[src/rtl/pipeline_memory.sv]
// Memory stage: passes ALU results through and runs loads/stores on a req/ack data port.
// Optional WAIT timeout/abort is enabled by defining MEMORY_TIMEOUT_EN.
module pipeline_memory #(
    parameter int unsigned ADDR_W         = 16,
    parameter int unsigned TIMEOUT_CYCLES = 255
) (
    input  logic              clk,
    input  logic              reset,
    input  logic              execute_done,
    input  logic              execute_is_dependent,
    input  logic [15:0]       execute_result,
    input  logic [15:0]       execute_instr,
    input  logic [15:0]       store_data,
    output logic              mem_req,
    output logic              mem_we,
    output logic [ADDR_W-1:0] mem_addr,
    output logic [15:0]       mem_wdata,
    input  logic              mem_ack,
    input  logic [15:0]       mem_rdata,
    output logic              stall,
    output logic              mem_error,
    output logic              memory_done,
    output logic              memory_is_dependent,
    output logic [15:0]       memory_result,
    output logic [15:0]       memory_instr
);

    typedef enum logic [0:0] {
        IDLE = 1'b0,
        WAIT = 1'b1
    } state_t;

    function automatic logic is_load_op(input logic [15:0] instr);
        return (instr[15:12] == 4'b1000);
    endfunction

    function automatic logic is_store_op(input logic [15:0] instr);
        return (instr[15:12] == 4'b1001);
    endfunction

    state_t              state_r, state_s;
    logic                req_r, req_s;
    logic                we_r, we_s;
    logic [ADDR_W-1:0]   addr_r, addr_s;
    logic [15:0]         wdata_r, wdata_s;
    logic [15:0]         cap_instr_r, cap_instr_s;
    logic                stall_r;
    logic                done_r, done_s;
    logic                dep_r, dep_s;
    logic [15:0]         result_r, result_s;
    logic [15:0]         instr_r, instr_s;
    logic                err_r, err_s;

`ifdef MEMORY_TIMEOUT_EN
    localparam int unsigned CNT_W = $clog2(TIMEOUT_CYCLES + 1);
    localparam logic [CNT_W-1:0] CNT_LAST = CNT_W'(TIMEOUT_CYCLES - 1);
    logic [CNT_W-1:0]    cnt_r, cnt_s;
`endif

    // Next-state, memory-port and stage-output decode.
    always_comb begin
        state_s     = state_r;
        req_s       = req_r;
        we_s        = we_r;
        addr_s      = addr_r;
        wdata_s     = wdata_r;
        cap_instr_s = cap_instr_r;
        err_s       = err_r;
        done_s      = 1'b0;
        dep_s       = 1'b0;
        result_s    = 16'h0000;
        instr_s     = 16'h0000;
`ifdef MEMORY_TIMEOUT_EN
        cnt_s       = cnt_r;
`endif
        case (state_r)
            IDLE: begin
                if (is_load_op(execute_instr) || is_store_op(execute_instr)) begin
                    state_s     = WAIT;
                    req_s       = 1'b1;
                    we_s        = is_store_op(execute_instr);
                    addr_s      = execute_result[ADDR_W-1:0];
                    wdata_s     = store_data;
                    cap_instr_s = execute_instr;
`ifdef MEMORY_TIMEOUT_EN
                    cnt_s       = '0;
`endif
                end else begin
                    done_s   = execute_done;
                    dep_s    = execute_is_dependent;
                    result_s = execute_result;
                    instr_s  = execute_instr;
                end
            end
            WAIT: begin
                // Ack wins over a simultaneous timeout.
                if (mem_ack) begin
                    state_s  = IDLE;
                    req_s    = 1'b0;
                    done_s   = 1'b1;
                    dep_s    = ~we_r;
                    result_s = we_r ? 16'(addr_r) : mem_rdata;
                    instr_s  = cap_instr_r;
`ifdef MEMORY_TIMEOUT_EN
                end else if (cnt_r == CNT_LAST) begin
                    state_s  = IDLE;
                    req_s    = 1'b0;
                    err_s    = 1'b1;
                    done_s   = 1'b1;
                    dep_s    = 1'b0;
                    result_s = 16'h0000;
                    instr_s  = cap_instr_r;
                end else begin
                    cnt_s = cnt_r + CNT_W'(1);
                end
`else
                end else begin
                    state_s = WAIT;
                end
`endif
            end
            default: begin
                state_s = IDLE;
                req_s   = 1'b0;
            end
        endcase
`ifndef MEMORY_TIMEOUT_EN
        err_s = 1'b0;
`endif
    end

    // State, memory-port and output registers.
    always_ff @(posedge clk or posedge reset) begin
        if (reset) begin
            state_r     <= IDLE;
            req_r       <= 1'b0;
            we_r        <= 1'b0;
            addr_r      <= '0;
            wdata_r     <= 16'h0000;
            cap_instr_r <= 16'h0000;
            stall_r     <= 1'b0;
            err_r       <= 1'b0;
            done_r      <= 1'b0;
            dep_r       <= 1'b0;
            result_r    <= 16'h0000;
            instr_r     <= 16'h0000;
        end else begin
            state_r     <= state_s;
            req_r       <= req_s;
            we_r        <= we_s;
            addr_r      <= addr_s;
            wdata_r     <= wdata_s;
            cap_instr_r <= cap_instr_s;
            stall_r     <= (state_s == WAIT);
            err_r       <= err_s;
            done_r      <= done_s;
            dep_r       <= dep_s;
            result_r    <= result_s;
            instr_r     <= instr_s;
        end
    end

`ifdef MEMORY_TIMEOUT_EN
    // WAIT-cycle counter for the abort timeout.
    always_ff @(posedge clk or posedge reset) begin
        if (reset) begin
            cnt_r <= '0;
        end else begin
            cnt_r <= cnt_s;
        end
    end
`endif

    assign mem_req             = req_r;
    assign mem_we              = we_r;
    assign mem_addr            = addr_r;
    assign mem_wdata           = wdata_r;
    assign stall               = stall_r;
    assign mem_error           = err_r;
    assign memory_done         = done_r;
    assign memory_is_dependent = dep_r;
    assign memory_result       = result_r;
    assign memory_instr        = instr_r;

endmodule
[config.mk]
export PLATFORM = sky130hd
export DESIGN_NAME = pipeline_memory
export DESIGN_NICKNAME = d
export VERILOG_FILES = /design/src/rtl/pipeline_memory.sv
export SDC_FILE = /design/constraint.sdc
export NUM_CORES = 1
export LEC_CHECK = 0
export ABC_AREA = 0
export CAP_MARGIN = 10
export CELL_PAD_IN_SITES_DETAIL_PLACEMENT = 1
export CELL_PAD_IN_SITES_GLOBAL_PLACEMENT = 2
export CORE_MARGIN = 2
export CORE_UTILIZATION = 25
export DETAILED_ROUTE_END_ITERATION = 12
export PLACE_DENSITY_LB_ADDON = 0.05
export SYNTH_ARGS = -nofsm -noshare
export SYNTH_HDL_FRONTEND = slang
export SYNTH_SLANG_ARGS = --single-unit
[constraint.sdc]
create_clock -name clk -period 2.5 [get_ports clk]
set_input_delay 0.25 -clock clk [delete_from_list [all_inputs] [get_ports clk]]
set_output_delay 0.25 -clock clk [all_outputs]
set_load 0.02 [all_outputs]
Word level (Yosys, flattened, before mapping)
Index checks and enable logic that the tools add are counted.
{ "word_totals": {"regBits": 85, "latch_bits": 0, "mem_bits_rw": 0, "romBits": 0, "in_bits": 69, "out_inout_bits": 70, "wordCells": 38, "memories": 0} }
{ "op_classes": {"addsub": 0, "multipliers": 0, "div_mod_pow": 0, "n_lt_le_gt_ge": 0, "eq_ne": 4, "n_shift": 0, "n_mux": 19, "bitwise_logic": 2, "reduce_logical": 3} }
{ "op_table": {"columns": ["cell", "n"], "rows": [
  ["2-to-1 mux 16 bit", 5],
  ["one-hot mux 16 bit (2 select lines)", 2],
  ["== test 4 bit, second input constant", 2],
  ["2-to-1 mux 1 bit", 8],
  ["one-hot mux 1 bit (2 select lines)", 4],
  ["inequality test 2 bit, second input constant", 2],
  ["AND reduction 2 bit", 2],
  ["NOT 1 bit", 2],
  ["logical OR 1 bit", 1]
]} }

Longest topological paths before layout
{ "depth": {"word_depth": 4, "mapped_depth": 4, "ltp_nobuf": 2} }

Worst setup path after synthesis
OpenSTA, ideal clock, no wires.
{ "synth_timing": {"path_type": "register to register", "start": "register, netlist name stall", "end": "register cap_instr_r[11]", "setup_ns": 0.125, "arrival_ns": 1.486, "t_required_ns": 2.375, "setup_slack_ns": 0.889, "stages_incl_launch_ff": 4, "path_buffers": 1, "period_less_slack_ns": 1.611, "path_cell_list": "dfrtp_1 > nor4b_4 > buf_6 > mux2_2"} }
{ "synth_rtl": {"columns": ["element", "line_no", "source"], "rows": [
  ["end signal: assignment", "153", "cap_instr_r <= cap_instr_s;"],
  ["end: declaration", "46", "logic [15:0] cap_instr_r, cap_instr_s;"]
]} }

Worst setup path in the final report
{ "layout_timing": {"start": "register we_r, in the netlist mem_we", "end": "output mem_we"} }
{ "layout_rtl": {"columns": ["element", "line_no", "source"], "rows": [
  ["start: declaration", "43", "logic we_r, we_s;"],
  ["start signal: assignment", "150", "we_r <= we_s;"],
  ["end: declaration", "15", "output logic mem_we,"]
]} }
No word-level cell between the ends.

==> metrics <==
sequential fraction of design power=0.367; total instance count after detailed placement=516; syn_nets=282; result of the run=complete, no violations; top area cells in the synthesized netlist=sky130_fd_sc_hd__dfrtp_1 63%, sky130_fd_sc_hd__mux2_2 20%, sky130_fd_sc_hd__a32o_1 9.1%, sky130_fd_sc_hd__buf_6 2.7%, sky130_fd_sc_hd__mux2_1 1.0%; kind of end point of the critical path=output port; gate count after technology mapping=213; via density per instance=between 4 and 5; Row Count=42; Util after Layout=0.396; worst path buffer plus inverter count=1; Worst Path Max Fanout=12; number of buffers inserted during clock tree synthesis=9; number of buffers inserted to repair setup after CTS=0; global-route wire length before repair=15600 um; crit path to=mem_we; R2R Path End=mem_addr[13]; number of distinct library cells after synthesis=21; data required time at the worst endpoint=between 2 and 2.5 ns; reg2reg start=stall; final net count=420; internal power=approximately 4 mW; sequential fraction of the synthesis area=0.627; most instantiated library cell after synthesis=sky130_fd_sc_hd__dfrtp_1; Final Routed Wirelength=9890 um; crit-path leading delay family=flip-flops; Switch Pwr=1.99 mW; post-synthesis cell area=3390 sq um; setup slack, reg-to-reg=around 0.75 ns; effective utilization at floorplan=0.256; Post-Layout Cell Count=532; worst-skew pair later-pin latency=0.34 ns; area share of the leading cell type in the synthesized netlist=0.627; clock power share=0.224; clk root buf=sky130_fd_sc_hd__clkbuf_16; top flip-flop cell by instance count after synthesis=sky130_fd_sc_hd__dfrtp_1; number of design-rule violations left by the first detailed-router iteration=45; Die W=121 um; final global-route overflow total=0; upper clock frequency limit=0.492 GHz; floorplan die area=14500 sq um; quantity of I/O buffers inserted on ports=137; WP data arrival=approximately 1.8 ns; Ant. Diodes=0; number of hold violations in the final report=0; critical-path cell list=clkdlybuf4s50_1; maximum number of pins on one net before global-route repair=36; Power, Total=5.97 mW; Max-Cap Viols=0; post-cts sizing count=0; number of antenna violations at the first check in global routing=0; number of H-tree levels=3; post-synthesis average cell area=15.9 sq um; Core ar.=roughly 13000 sq um; Switching Fraction=0.333; part of the total power dissipated in combinational logic=0.409; type of the worst min-delay path=in -> async; cell area after placement=4940 sq um; Setup crit start kind=flop; Final min period=2.03 ns; fillers=1405; sequential cell area in the final layout=between 2000 and 2500 sq um; Post-synth ARST share=1.00; slew at the pin closest to its max-slew limit=0.603 ns; hold_buf cts=0; total power divided by cell area=1140 nW/um^2; Routed WL per cell=18.6 um; startpoint of the most critical setup path=mem_we; DRC violation count after routing=0; height of the die=121 um; Clock Sinks=between 80 and 90; vias in the first global route=2626; portion of the clock cycle consumed by the worst path in the final layout=0.814; area of all placed cells without fillers=5240 sq um; share of cells above drive strength 1=0.247; commonest cells in the netlist=85 x sky130_fd_sc_hd__dfrtp_1, 59 x sky130_fd_sc_hd__mux2_2, 31 x sky130_fd_sc_hd__a32o_1; EDFF count, synth=0; synthesized flop and latch total=85; Routability Congestion=0.665; cell with the largest stage delay on the worst path=sky130_fd_sc_hd__dfrtp_1; all-layer global routing usage=0.143; combined area of the multi-input logic cells=1110 sq um; ports placed on the boundary=139; Reg clk slew, reported paths=0.06 ns; Yosys warnings=0; Worst IR Drop VDD=~340 uV; most area-hungry cell type in the Yosys netlist=sky130_fd_sc_hd__dfrtp_1; critical path type=reg -> out; RSZ-0062 raised after global routing=false; detailed-route via count=2403; Slew HR=0.598; count of nets left with antenna violations after detail routing=0; Layout area overhead=54.4%; worst-case reg-to-reg path depth=3; final setup vio count=0; DRT Pass-1 Iters=4; max incr delay on CP=0.73 ns; Setup Total Neg Slack=0 ns; worst clock skew on the final layout=0.00416 ns; HPWL after detailed placement=6640 um; depth of the critical timing path with buffers and inverters included=1; CTS tree=done; deepest clock path buffer count=2; leakage dissipation=~2.1 nW; count of pins over their slew limit=0
per-stage QoR:
stage	setup WS (ns)	hold WS (ns)
floorplan	0.0565	0.385
global placement	0.534	0.470
detailed placement	0.498	0.479
CTS	0.401	0.251
global route	0.384	0.273
finish	0.466	0.248
worst register-to-register path, delay by kind of cell (launching register included):
family        cells  cell delay [ns]
flops             1             0.47
mux               1             0.39
simple gates      1             0.39
buf+inv           1             0.39
layout make-up:
cell class	instances	area share
sequential	85	0.406
clock buffer	9	0.0430
multi-input combinational	106	0.212
clock inverter	7	0.0146
timing repair buffer	146	0.280
tap	176	0.0420
inverter	3	0.00239
registers in the layout, summed over array words and instances, names as in the netlist:
name and cells:
mem_addr 16, stall 1, cap_instr_r 16, memory_done 1, memory_result 16, mem_wdata 16, mem_we 1, memory_instr 16
mem_req 1, memory_is_dependent 1
power groups by stage:
stage / clock network [mW] / registers [mW] / logic (mW)
2_1_floorplan: 0 / 2.67 / 0.793
3_3_place_gp: 0 / 2.21 / 2.46
3_5_place_dp: 0 / 2.22 / 2.48
4_1_cts: 1.40 / 2.20 / 2.49
5_1_grt: 1.45 / 2.28 / 2.59
6_report: 1.34 / 2.19 / 2.44
placed cells by master (no fill, tap or decap), types with 2 or more instances in the layout:
cell type and count:
sky130_fd_sc_hd__clkdlybuf4s50_1 137, sky130_fd_sc_hd__buf_4 7, sky130_fd_sc_hd__a22o_1 2, sky130_fd_sc_hd__buf_12 2, sky130_fd_sc_hd__clkbuf_16 9, sky130_fd_sc_hd__dfrtp_1 85, sky130_fd_sc_hd__a32o_1 31, sky130_fd_sc_hd__mux2_1 3
sky130_fd_sc_hd__nor2b_1 2, sky130_fd_sc_hd__clkinvlp_4 5, sky130_fd_sc_hd__mux2_2 59
kinds of logic (layout without fill, tap and decap cells):
group / after synthesis / count (layout) / share of synthesized area
DFF: 85 / 85 / 0.627
muxes: 62 / 62 / 0.206
AOI/OAI and AO/OA: 36 / 36 / 0.103
buffers and inverters: 22 / 165 / 0.0454
and+or+nand+nor: 7 / 7 / 0.0181
other: 1 / 1 / 0.00111
how the worst min path moves through the flow:
stage	startpoint	cells after the start	endpoint
after floorplan	store_data[1]	1	mem_wdata[1]
after global placement	mem_wdata[1]	1	mem_wdata[1]
after detailed placement	cap_instr_r[15]	1	cap_instr_r[15]
after global routing	reset	2	mem_wdata[12]
after CTS	reset	2	mem_wdata[12]
final	reset	2	mem_wdata[8]
layer usage:
layer,GRT usage,part of all wire
met3,0.0368,0.064
met1,0.182,0.43
met4,0.0545,0.015
met5,0,0
met2,0.231,0.49
Power figures use the tool's default switching activity.
==> edit, RTL diff (same settings) <==
Set the parameter `ADDR_W` to 14 (it was 16).
--- a/src/rtl/pipeline_memory.sv
+++ b/src/rtl/pipeline_memory.sv
@@ -1,7 +1,7 @@
 // Memory stage: passes ALU results through and runs loads/stores on a req/ack data port.
 // Optional WAIT timeout/abort is enabled by defining MEMORY_TIMEOUT_EN.
 module pipeline_memory #(
-    parameter int unsigned ADDR_W         = 16,
+    parameter int unsigned ADDR_W         = 14,
     parameter int unsigned TIMEOUT_CYCLES = 255
 ) (
     input  logic              clk,
Ports: changed (resized mem_addr); port bits go from 139 to 137. The function was not compared with the original's and may differ.
==> edit against the original RTL <==
Design area shrank 1.8%; via count shrank 4.2%; maximum frequency is 4.4% higher; area after synthesis shrank 3.0%; sequential cell count down 2; cell count fell by 2.3%; power decreased by 3.7%; worst setup slack improved by 0.086 ns; routed wire length fell by 8.0%; critical path type unchanged; largest cell class unchanged; largest power group unchanged.
==> edit: results (changes against the original RTL) <==
nonclk buf count 145 (-0.68%); commonest cells in the netlist dfrtp_1, mux2_2, a32o_1, mux2_1; area of the multi-input gates 1072 um2 (-3.6%); share of cells above drive strength 1 20.40% (-4.3 points); crit-path max cell delay 0.71 ns (-0.02 ns); met2 wire len 4.422 mm (-9.3%); Initial DRC Count 73 (+62%); maximum fanout along the worst path 9 (-3); sequential cell count 83 (-2.4%); Synth Area in Compound Gates 10.60% (+0.32 points); routing usage on met2 21.52% (-1.6 points); Non-clock buffering overhead 28.71% (+0.76 points); met1 Use GR 17.40% (-0.83 points); leak pwr 0.002076 uW (-0.52%); routing usage on met3 4.102% (+0.42 points); Final Skew 0.003851 ns (-0.0003078 ns); post-synthesis mux area share 19.84% (-0.73 points); first-pass GRT wire length 14.65 mm (-6.0%); Seq/Total Area, Yosys 63.09% (+0.41 points); ClkCell Share 5.693% (-0.064 points); Mapped Nets 275 (-2.5%); total power 5753 uW (-3.7%); largest net degree at the start of global routing 54 (+50%); CLK BUF 15 (+6); Total Routing Usage GR 13.64% (-0.62 points); Nets 412 (-1.9%); fraction of area in registers 40.39% (-0.22 points); multi-input gates 102 (-3.8%); vias in the first global route 2,511 (-4.4%); Worst Tran Pin Value 0.5066 ns (-0.09655 ns); peak supply drop 0.3216 mV (-4.2%); status finished, final reports clean; routability cong. 0.6823 (+2.6%)
-- edit: worst paths after layout --
kind / from / to / slack [ns] / cells after the start
setup / recovery: mem_we / mem_we / 0.55 / 1
hold / removal: reset / memory_result[10] / 0.22 / 2
setup reg to reg: stall / cap_instr_r[8] / 0.88 / 3
hold reg to reg: cap_instr_r[15] / cap_instr_r[15] / 0.48 / 1
max in group asynchronous: reset / mem_wdata[11] / 1.65 / 3
min in group clk: cap_instr_r[15] / cap_instr_r[15] / 0.48 / 1
-- edit: power breakdown --
group	switching (uW)	total [uW]	internal (uW)
Combinational	1080	2350	1280
Sequential	272	2110	1840
Clock	507	1290	781
Total	1850	5750	3900
-- edit: through the flow --
stage	std cells	util (%)	instance area, um2	setup slack (ns)	hold slack (ns)
floorplan	206	-	3292	0.1132	0.3350
detailed placement	504	38.12	4850	0.6144	0.4698
CTS	520	40.42	5142	0.4963	0.2343
global route	520	40.42	5142	0.4690	0.2895
global placement	504	38.12	4850	0.6597	0.4559
finish	520	40.42	5142	0.5517	0.2243
